$ cat src/rtl/pc_sequencer_pkg.sv
// Shared processor definitions: address/state widths and the phase encoding
// consumed by the sequencer and the datapath muxes.
package pc_sequencer_pkg;

    localparam int unsigned ADDR_W = 20;
    localparam int unsigned ST_W   = 3;

    typedef enum logic [ST_W-1:0] {
        FETCH   = 3'd0,
        DECODE  = 3'd1,
        EXEC    = 3'd2,
        MEM     = 3'd3,
        WB      = 3'd4,
        WAIT_IN = 3'd5,
        HALT    = 3'd6
    } state_t;

endpackage

$ cat src/rtl/pc_sequencer_next_sel.sv
// Combinational next-PC selection: JR beats J/JAL beats a resolved branch,
// otherwise PC+1 wrapping modulo 2^addr.
module pc_next_sel
    import pc_sequencer_pkg::*;
#(
    parameter int addr = ADDR_W
) (
    input  logic [addr-1:0] pc,
    input  logic            rr,
    input  logic            jump,
    input  logic            jal,
    input  logic            branch,
    input  logic [addr-1:0] rt_addr,
    input  logic [addr-1:0] target_addr,
    output logic [addr-1:0] next_pc
);

    always_comb begin
        next_pc = pc + addr'(1);
        if (rr) begin
            next_pc = rt_addr;
        end else if (jump || jal) begin
            next_pc = target_addr;
        end else if (branch) begin
            next_pc = target_addr;
        end
    end

endmodule

$ cat src/rtl/pc_sequencer.sv
// Five-phase instruction sequencer: owns the PC, the JAL return address and
// the control flags captured at EXEC for the instruction in flight.
module pc_sequencer
    import pc_sequencer_pkg::*;
#(
    parameter int addr = ADDR_W,
    parameter int st   = ST_W
) (
    input  logic            clock,
    input  logic            reset,
    input  logic            flagJump,
    input  logic            flagJAL,
    input  logic            flagRR,
    input  logic            flagBRANCH,
    input  logic            flagIN,
    input  logic            flagHALT,
    input  logic            inReady,
    input  logic [addr-1:0] targetAddress,
    input  logic [addr-1:0] rtAddress,
    output logic [addr-1:0] PC,
    output logic [st-1:0]   State,
    output logic [addr-1:0] addressJAL,
    output logic            halted
);

    state_t          state, state_nx;
    logic [addr-1:0] pc, pc_inc, pc_next, address_jal;
    logic [addr-1:0] lat_target, lat_rt;
    logic            lat_jump, lat_jal, lat_rr;

    assign pc_inc = pc + addr'(1);

    always_ff @(posedge clock or posedge reset) begin
        if (reset) begin
            state <= FETCH;
        end else begin
            state <= state_nx;
        end
    end

    always_comb begin
        state_nx = FETCH;
        case (state)
            FETCH:   state_nx = DECODE;
            DECODE:  state_nx = EXEC;
            EXEC: begin
                if (flagHALT) begin
                    state_nx = HALT;
                end else if (flagIN) begin
                    state_nx = WAIT_IN;
                end else begin
                    state_nx = MEM;
                end
            end
            MEM:     state_nx = WB;
            WB:      state_nx = FETCH;
            WAIT_IN: state_nx = inReady ? WB : WAIT_IN;
            HALT:    state_nx = HALT;
            default: state_nx = FETCH;
        endcase
    end

    // Branch is live (resolved at write-back); everything else uses the EXEC snapshot.
    pc_next_sel #(
        .addr(addr)
    ) u_next_sel (
        .pc         (pc),
        .rr         (lat_rr),
        .jump       (lat_jump),
        .jal        (lat_jal),
        .branch     (flagBRANCH),
        .rt_addr    (lat_rt),
        .target_addr(lat_target),
        .next_pc    (pc_next)
    );

    always_ff @(posedge clock or posedge reset) begin
        if (reset) begin
            pc          <= '0;
            address_jal <= '0;
            lat_target  <= '0;
            lat_rt      <= '0;
            lat_jump    <= 1'b0;
            lat_jal     <= 1'b0;
            lat_rr      <= 1'b0;
        end else begin
            if (state == EXEC) begin
                lat_jump   <= flagJump;
                lat_jal    <= flagJAL;
                lat_rr     <= flagRR;
                lat_target <= targetAddress;
                lat_rt     <= rtAddress;
                if (flagJAL) begin
                    address_jal <= pc_inc;
                end
            end
            if (state == WB) begin
                pc <= pc_next;
            end
        end
    end

    assign PC         = pc;
    assign State      = st'(state);
    assign addressJAL = address_jal;
    assign halted     = (state == HALT);

endmodule

$ cat config.mk
export PLATFORM = sky130hd
export DESIGN_NAME = pc_sequencer
export DESIGN_NICKNAME = d
export VERILOG_FILES = /design/src/rtl/pc_sequencer_pkg.sv /design/src/rtl/pc_sequencer_next_sel.sv /design/src/rtl/pc_sequencer.sv
export SDC_FILE = /design/constraint.sdc
export NUM_CORES = 1
export LEC_CHECK = 0
export ABC_AREA = 0
export CORE_ASPECT_RATIO = 0.75
export CORE_UTILIZATION = 52
export CTS_BUF_LIST = sky130_fd_sc_hd__clkbuf_8
export CTS_CLUSTER_DIAMETER = 60
export CTS_CLUSTER_SIZE = 12
export DETAILED_ROUTE_END_ITERATION = 12
export GPL_ROUTABILITY_DRIVEN = 0
export PLACE_DENSITY = 0.82
export RECOVER_POWER = 100
export SLEW_MARGIN = 15
export SYNTH_ARGS = -nofsm -noshare
export SYNTH_HDL_FRONTEND = slang
export SYNTH_SLANG_ARGS = --single-unit
$ cat constraint.sdc
create_clock -name clock -period 3.5 [get_ports clock]
set_input_delay 1.05 -clock clock [delete_from_list [all_inputs] [get_ports clock]]
set_output_delay 1.05 -clock clock [all_outputs]
set_load 0.05 [all_outputs]
# Word-level counts from Yosys, hierarchy flattened
# Cells that the tools add are included.
totals:
  register_bits: 86
  inputBits: 49
  out_inout_bits: 44
  word_cells: 25
op_classes:
  add_sub_neg: 1
  n_eq_ne: 6
  muxes: 7
  reduce_logical: 3
ops:
  columns: ["cell", "count"]
  rows:
  - ["two-way mux 20 bit", 3]
  - ["adder 20 x 1 -> 20 bit, second input constant", 1]
  - ["case mux 3 bit (6 select lines)", 1]
  - ["equality test 3 bit, second input constant", 3]
  - ["equality test 3 x 2 -> 1 bit, second input constant", 2]
  - ["two-way mux 3 bit", 2]
  - ["equality test 3 x 1 -> 1 bit, second input constant", 1]
  - ["zero test 3 bit", 1]
  - ["AND reduction 2 bit", 1]
  - ["logical OR 1 bit", 1]
  - ["two-way mux 1 bit", 1]

# Logic depth before layout (Yosys ltp)
# Gate-level depths: netlist of run 1.
depth:
  ltp_word: 4
  depth_mapped: 7

# Hierarchy
# A second synthesis of run 1 with hierarchy kept.
hier_totals:
  hier_cells: 419
  hier_area_um2: 4535.6
by_module_without_submodules:
  columns: ["module", "instances", "cells_each", "area_each_um2", "seq_area_each_um2"]
  rows:
  - ["pc_sequencer", 1, 283, 3636.0, 2152.1]
  - ["pc_next_sel", 1, 136, 899.6, 0.0]

# Worst setup path before layout of run 1
# OpenSTA, ideal clock, no wires.
synth_path:
  path_kind: "register -> output"
  from: "register state[0] (netlist: State[0])"
  to: "output port halted"
  arrival_time_ns: 1.622
  required_time_ns: 2.450
  setup_slack_ns: 0.828
  path_stages_with_launch: 4
  n_path_buf: 1
  path_cell_list: "dfrtp_1 > clkbuf_1 > nand2b_1 > nor2_1"
synth_between:
  elab_chain_cells: 1
synth_lines:
  columns: ["item", "line", "source"]
  rows:
  - ["start: declaration", "pc_sequencer.sv:26", "state_t state, state_nx;"]
  - ["start signal: assignment", "pc_sequencer.sv:37", "state <= state_nx;"]
  - ["equality test 3 bit", "pc_sequencer.sv:106", "assign halted = (state == HALT);"]
  - ["end: declaration", "pc_sequencer.sv:23", "output logic halted"]
# Every way passes these cells.

# Worst setup path after layout of run 1
layout_path:
  from: "input port flagBRANCH"
  to: "register pc[17] (netlist: PC[17])"
layout_between:
  elab_chain_cells: 3
layout_lines:
  columns: ["item", "line", "source"]
  rows:
  - ["start: declaration", "pc_sequencer.sv:14", "input logic flagBRANCH,"]
  - ["two-way mux 20 bit", "pc_sequencer_next_sel.sv:24", "end else if (branch) begin"]
  - ["two-way mux 20 bit", "pc_sequencer_next_sel.sv:22", "end else if (jump || jal) begin"]
  - ["two-way mux 20 bit", "pc_sequencer_next_sel.sv:20", "if (rr) begin"]
  - ["end signal: assignment", "pc_sequencer.sv:98", "pc <= pc_next;"]
  - ["end: declaration", "pc_sequencer.sv:27", "logic [addr-1:0] pc, pc_inc, pc_next, address_jal;"]
# Every way passes these cells.
# A chain may end at the register's enable or synchronous reset.

==> results.py, run 1 <==
metrics = {
    "status": {
        "status": "complete, but fails checks",
        "violations": "capacitance limit, slew limit",
    },
    "timing": {
        "drv_slew": 43,
        "clock.fmax_ghz": 0.323,
        "finalSetupTns_ns": 0,
        "worst_slack_ns": 0.402,
        "tightest_slew_ns": 1.95,
        "rsz0062_at_grt": "false",
        "fin_crit_sh_pct": 88.5,
        "post-route-min-period_ns": 3.10,
        "maxSlewHeadroom_pct": -30.7,
        "setup_viol": 0,
        "finClkSkew_ns": 0.00902,
        "finalHoldViolations": 0,
    },
    "drt": {
        "wl_per_cell_um": 17.1,
        "drt_pass1_iterations": 7,
        "ant_nets": 0,
        "route.detailed.drc": 0,
        "routed_wirelength_um": 10300,
        "first_iter_violations": 300,
        "via_count": 3577,
        "drt-vias-per-instance": 5.95,
    },
    "global_routing": {
        "grt-ovfl-total": 0,
        "grt_pass1_wl_um": 16900,
        "grt_usage_pct": 26.2,
        "grt_pass1_vias": 3227,
        "use_met3_pct": 7.35,
        "antenna_found_initial": 1,
        "met2_usage_pct": 36.5,
        "grt_max_degree": 46,
        "top_usage_layer": "met1",
        "met1_usage_pct": 39.4,
    },
    "finish": {
        "drive_gt1_share_pct": 13.7,
        "layoutNonFillerInstCount": 601,
        "area_delta_synth_final_pct": 28.1,
        "fin_nets": 540,
        "fin_util_pct": 68.7,
    },
    "synthesis": {
        "syn_inst": 406,
        "post-synth-top-count-cell": "dfrtp_1",
        "ys_seq_area_share_pct": 51.2,
        "yosysWarnings": 0,
        "synth_edf_count": 0,
        "synth_top_cells_by_area": "dfrtp_1 51%, mux2_2 11%, o21ai_0 4.3%",
        "synth_top_area_share_pct": 51.2,
        "syn_area_um2": 4210,
        "ys_types": 48,
        "synth-seq-cells": 86,
        "ys.flop_type": "dfrtp_1",
        "postSynthAreaPerCell_um2": 10.4,
        "synth_nets": 456,
        "yosys.area.top_type": "dfrtp_1",
        "ys_async_sr_fraction_pct": 100,
        "synth_common_cells": "86 x dfrtp_1, 44 x nand2_1, 42 x mux2_2, 36 x o21ai_0, 21 x clkbuf_1",
    },
    "cts": {
        "tritoncts": "done",
        "cts.sinks": 86,
        "cts_made_buffers": 9,
        "htreeDepth": 3,
        "hold_buffers": 0,
        "cts_resized": 0,
        "insertion_delay_ns": 0.37,
        "path_clk_slew_ns": 0.09,
        "clock_path_buffers": 2,
        "postCtsSetupRepairBufs": 0,
        "clock-root-buffer": "clkbuf_8",
    },
    "pwr": {
        "seqPwrFrac_pct": 37.6,
        "power_mw": 5.31,
        "cellPowerDensity_nw_per_um2": 985,
        "power_switching_mw": 2.53,
        "sw_frac_of_total_pct": 47.7,
        "internal_power_mw": 2.78,
        "clockPowerShare_pct": 12.4,
        "leakagePower_nw": 2.18,
        "power_frac_comb_pct": 50.0,
        "vdd_drop_max_mv": 0.490,
    },
    "critical_path": {
        "rrSetupSlack_ns": 1.18,
        "crit_fanout": 20,
        "critPathRequiredTime_ns": 3.75,
        "reg2reg_to": "lat_rt[14]$_DFFE_PP0P_",
        "r2r-start": "State[1]$_DFF_PP0_",
        "cp-start-kind": "input port",
        "cp_data_arrival_time_ns": 3.34,
        "end_kind": "register",
        "critPathLaunch": "flagBRANCH",
        "reg2regPathDepth": 3,
        "critPathKind": "input port to register",
    },
    "placed_design": {
        "dpl_worst_slack_ns": 0.581,
        "dp_cells": 584,
        "port_buffers": 92,
        "dp_hpwl_um": 7490,
    },
    "floorplanning": {
        "fp-row-count": 28,
        "dieArea_um2": 8450,
        "pin_count": 93,
        "die-height_um": 79.9,
        "start_util_pct": 53.6,
        "die_w_um": 106,
        "coreArea_um2": 7850,
    },
    "worst_hold_path": {
        "hold_end": "addressJAL[7]$_DFFE_PP0P_",
        "whs_path_depth": 2,
        "min-delay-start": "addressJAL[7]$_DFFE_PP0P_",
        "hold_path_class": "register to register",
    },
    "job": {
        "maxCapViolCount": 1,
    },
}
[cell usage in the layout, fill, tap and decap left out, types with 5 or more instances in the layout]
| cell | netlist | layout |
|---|---|---|
| o21ai_0 | 36 | 36 |
| o22ai_1 | 5 | 5 |
| or4_1 | 6 | 6 |
| nor4_1 | 7 | 7 |
| mux2_2 | 42 | 42 |
| clkbuf_8 | 0 | 9 |
| nand2b_1 | 9 | 9 |
| and4_1 | 5 | 5 |
| dfrtp_1 | 86 | 86 |
| nand2_1 | 44 | 44 |
| clkdlybuf4s50_1 | 0 | 44 |
| nand4_1 | 6 | 6 |
| a31oi_1 | 7 | 7 |
| dlygate4sd3_1 | 0 | 48 |
| o211ai_1 | 5 | 5 |
| a21oi_1 | 10 | 10 |
| nand3_1 | 20 | 20 |
| o2bb2ai_1 | 6 | 6 |
| nor2_1 | 20 | 20 |
| xnor2_1 | 11 | 11 |
| inv_1 | 8 | 8 |
[flip-flops by register name, indices dropped and copies added, names as in the netlist]
signal	count
PC	20
lat_rt	20
State	3
lat_jump	1
lat_target	20
addressJAL	20
lat_jal	1
lat_rr	1
[layout make-up]
class | count | area (um2)
fill | 610 | 2460
sequential | 86 | 2150
multi-input combinational | 285 | 1910
timing repair buffer | 100 | 976
tap | 105 | 131
clock buffer | 9 | 124
clock inverter | 7 | 56.3
inverter | 8 | 31.3
antenna | 1 | 2.50
[worst max-delay path by stage]
stage                         end  slack [ns]
2_1_floorplan   PC[0]$_DFFE_PP0N_        0.23
3_3_place_gp   PC[11]$_DFFE_PP0N_        0.63
3_5_place_dp   PC[13]$_DFFE_PP0N_        0.58
4_1_cts                    halted        0.47
5_1_grt         PC[5]$_DFFE_PP0N_        0.28
6_report       PC[17]$_DFFE_PP0N_        0.40
[logic make-up (layout without fill, tap and decap cells)]
| logic type | count (synthesis) | count (layout) | share of synthesized area, % |
|---|---|---|---|
| xor+xnor | 13 | 13 | 2.71 |
| compound gates | 89 | 89 | 13.5 |
| mux | 44 | 44 | 11.7 |
| buf+inv | 35 | 124 | 3.42 |
| other cells | 0 | 1 | 0 |
| fa+ha+maj | 1 | 1 | 0.297 |
| flops | 86 | 86 | 51.2 |
| simple gates | 138 | 138 | 17.2 |
[power by group through the flow]
| stage | Clock (mW) | Sequential [mW] | Combinational, mW |
|---|---|---|---|
| floorplan | 0 | 2.57 | 1.27 |
| global placement | 0 | 1.99 | 2.66 |
| detailed placement | 0 | 2.02 | 2.73 |
| CTS | 0.672 | 2.00 | 2.74 |
| global route | 0.714 | 2.08 | 2.85 |
| finish | 0.658 | 2.00 | 2.65 |
[layer usage]
metal	part of all wire, %	vias to the layer above
met5	0	-
met4	1.3	0
met3	8.8	17
met2	42	173
met1	48	1734
li1	-	1653
[metrics by stage]
step,area [um2],hold slack (ns)
CTS,5410,0.490
global route,5390,0.508
detailed placement,5230,0.470
global placement,5230,0.462
floorplan,4210,0.472
finish,5390,0.481
[worst max-delay path, stage by stage]
cell and delay (ns):
dlygate4sd3_1 0.56, nor3_1 0.26, clkbuf_1 0.73, o21ai_0 0.40, mux2i_1 0.24, nand3_1 0.10
Note: power is estimated with default switching activity, not from simulation.
==> run 2, diff against run 1 <==
- CORE_UTILIZATION: 52 -> 37
- PLACE_DENSITY: 0.82 -> not set
==> results.py, run 2 (same netlist as run 1, synthesis figures left out) <==
metrics = {
    "status": {
        "status": "complete, but fails checks",
        "violations": "DRC",
    },
    "global_routing": {
        "met1_usage_pct": 29.6,
        "antenna_found_initial": 0,
        "grt_pass1_wl_um": 17400,
        "grt_max_degree": 67,
        "met2_usage_pct": 26.1,
        "top_usage_layer": "met1",
        "grt-ovfl-total": 0,
        "use_met3_pct": 5.18,
        "grt_pass1_vias": 3053,
        "grt_usage_pct": 19.3,
    },
    "finish": {
        "fill_cells": 1036,
        "fin_nets": 538,
        "area_delta_synth_final_pct": 29.1,
        "fin_util_pct": 49.4,
        "final_common_cell": "dfrtp_1",
        "design_area_um2": 5430,
        "antenna-diode-count": 0,
        "drive_gt1_share_pct": 13.8,
        "layoutNonFillerInstCount": 633,
        "layout.cells.most_common_list": "86 x dfrtp_1, 47 x dlygate4sd3_1, 45 x clkdlybuf4s50_1",
    },
    "critical_path": {
        "path_cells": "nand2b_1 -> nor2_1 -> dlygate4sd3_1",
        "critPathRequiredTime_ns": 2.45,
        "end_kind": "primary output",
        "path_buf_inv": 1,
        "crit_fanout": 10,
        "max_stage_delay_ns": 0.88,
        "cp_data_arrival_time_ns": 2.01,
        "path_delay_family": "buffers and inverters",
        "cp_slowest_cell": "dlygate4sd3_1",
        "critPathKind": "register to primary output",
        "cp-start-kind": "register",
    },
    "floorplanning": {
        "fp-row-count": 33,
        "pin_count": 93,
        "start_util_pct": 38.3,
        "coreArea_um2": 11000,
        "die_w_um": 125,
        "dieArea_um2": 11800,
        "die-height_um": 94.3,
    },
    "pwr": {
        "sw_frac_of_total_pct": 46.6,
        "leakagePower_nw": 2.19,
        "internal_power_mw": 2.85,
        "clockPowerShare_pct": 13.2,
        "power_mw": 5.35,
        "power_switching_mw": 2.50,
        "seqPwrFrac_pct": 37.3,
        "vdd_drop_max_mv": 0.389,
        "cellPowerDensity_nw_per_um2": 986,
        "power_frac_comb_pct": 49.5,
    },
    "cts": {
        "cts_made_buffers": 9,
        "clock_path_buffers": 2,
        "hold_buffers": 0,
        "htreeDepth": 3,
        "postCtsSetupRepairBufs": 0,
        "path_clk_slew_ns": 0.08,
        "insertion_delay_ns": 0.36,
        "cts.sinks": 86,
        "tritoncts": "done",
        "cts_resized": 0,
        "clock-root-buffer": "clkbuf_8",
    },
    "drt": {
        "first_iter_violations": 295,
        "via_count": 3383,
        "wl_per_cell_um": 17.1,
        "drt-vias-per-instance": 5.34,
        "drt_pass1_iterations": 10,
        "route.detailed.drc": 4,
        "routed_wirelength_um": 10800,
        "ant_nets": 0,
    },
    "timing": {
        "finalHoldViolations": 0,
        "clock.fmax_ghz": 0.327,
        "setup_viol": 0,
        "tightest_slew_ns": 1.08,
        "finClkSkew_ns": 0.00896,
        "drv_slew": 0,
        "fin_crit_sh_pct": 87.4,
        "finalSetupTns_ns": 0,
        "maxSlewHeadroom_pct": 28.1,
        "rsz0062_at_grt": "false",
        "post-route-min-period_ns": 3.06,
    },
    "placed_design": {
        "dp_cells": 617,
        "place_area_um2": 5260,
        "dp_hpwl_um": 7840,
        "port_buffers": 92,
    },
    "worst_hold_path": {
        "hold_path_class": "register to register",
    },
    "job": {
        "maxCapViolCount": 0,
    },
}
-- run 2: cell count changes in the layout (fill, tap and decap cells not counted), sizes merged --
cell | before | now
buf | 3 | 2
clkinvlp | 3 | 1
dlygate4sd3 | 48 | 47
clkdlybuf4s50 | 44 | 45
bufinv | 0 | 1
clkinv | 0 | 3
diode | 1 | 0
inv | 12 | 9
-- run 2: final cells by class --
| type | count | area [um2] | area share, % |
|---|---|---|---|
| clock inverter | 6 | 61.3 | 1.13 |
| timing repair buffer | 98 | 956 | 17.6 |
| multi-input combinational | 285 | 1910 | 35.3 |
| sequential | 86 | 2150 | 39.6 |
| clock buffer | 10 | 138 | 2.54 |
| inverter | 8 | 31.3 | 0.576 |
| tap | 140 | 175 | 3.23 |
-- run 2: routing by layer --
metal | share of wire (%) | wire, um | vias to the layer above
met2 | 41 | 4450 | 113
met4 | 1.3 | 136 | 0
li1 | - | - | 1642
met3 | 6.7 | 722 | 13
met5 | 0 | 0 | -
met1 | 51 | 5540 | 1615
-- run 2: tightest hold or removal path, delay by kind of cell, from the launching register on --
family             cells  cell delay, ns
AOI/OAI and AO/OA      1            0.06
DFF                    1            0.35
and+or+nand+nor        1            0.04
-- run 2: per-stage QoR --
| stage | hold slack, ns | setup slack [ns] |
|---|---|---|
| after floorplan | 0.472 | 0.228 |
| after global placement | 0.464 | 0.595 |
| after detailed placement | 0.472 | 0.538 |
| after CTS | 0.491 | 0.463 |
| after global routing | 0.508 | 0.284 |
| final | 0.479 | 0.441 |
-- run 2: path summary, 6_finish.rpt --
path | startpoint | end | slack (ns) | cells after the start
min in group asynchronous | reset | addressJAL[19]$_DFFE_PP0P_ | 1.29 | 2
max | State[0]$_DFF_PP0_ | halted | 0.44 | 3
min reg2reg | addressJAL[8]$_DFFE_PP0P_ | addressJAL[8]$_DFFE_PP0P_ | 0.48 | 2
min | addressJAL[8]$_DFFE_PP0P_ | addressJAL[8]$_DFFE_PP0P_ | 0.48 | 2
max in group asynchronous | reset | PC[13]$_DFFE_PP0N_ | 0.77 | 3
max reg2reg | PC[0]$_DFFE_PP0N_ | PC[16]$_DFFE_PP0N_ | 1.18 | 5
-- run 2: power by group through the flow --
stage	clock network (mW)	registers, mW	logic (mW)
after floorplan	0	2.57	1.27
after global placement	0	2.01	2.71
after detailed placement	0	2.03	2.75
after CTS	0.734	2.01	2.75
after global routing	0.775	2.08	2.84
final	0.705	2.00	2.65
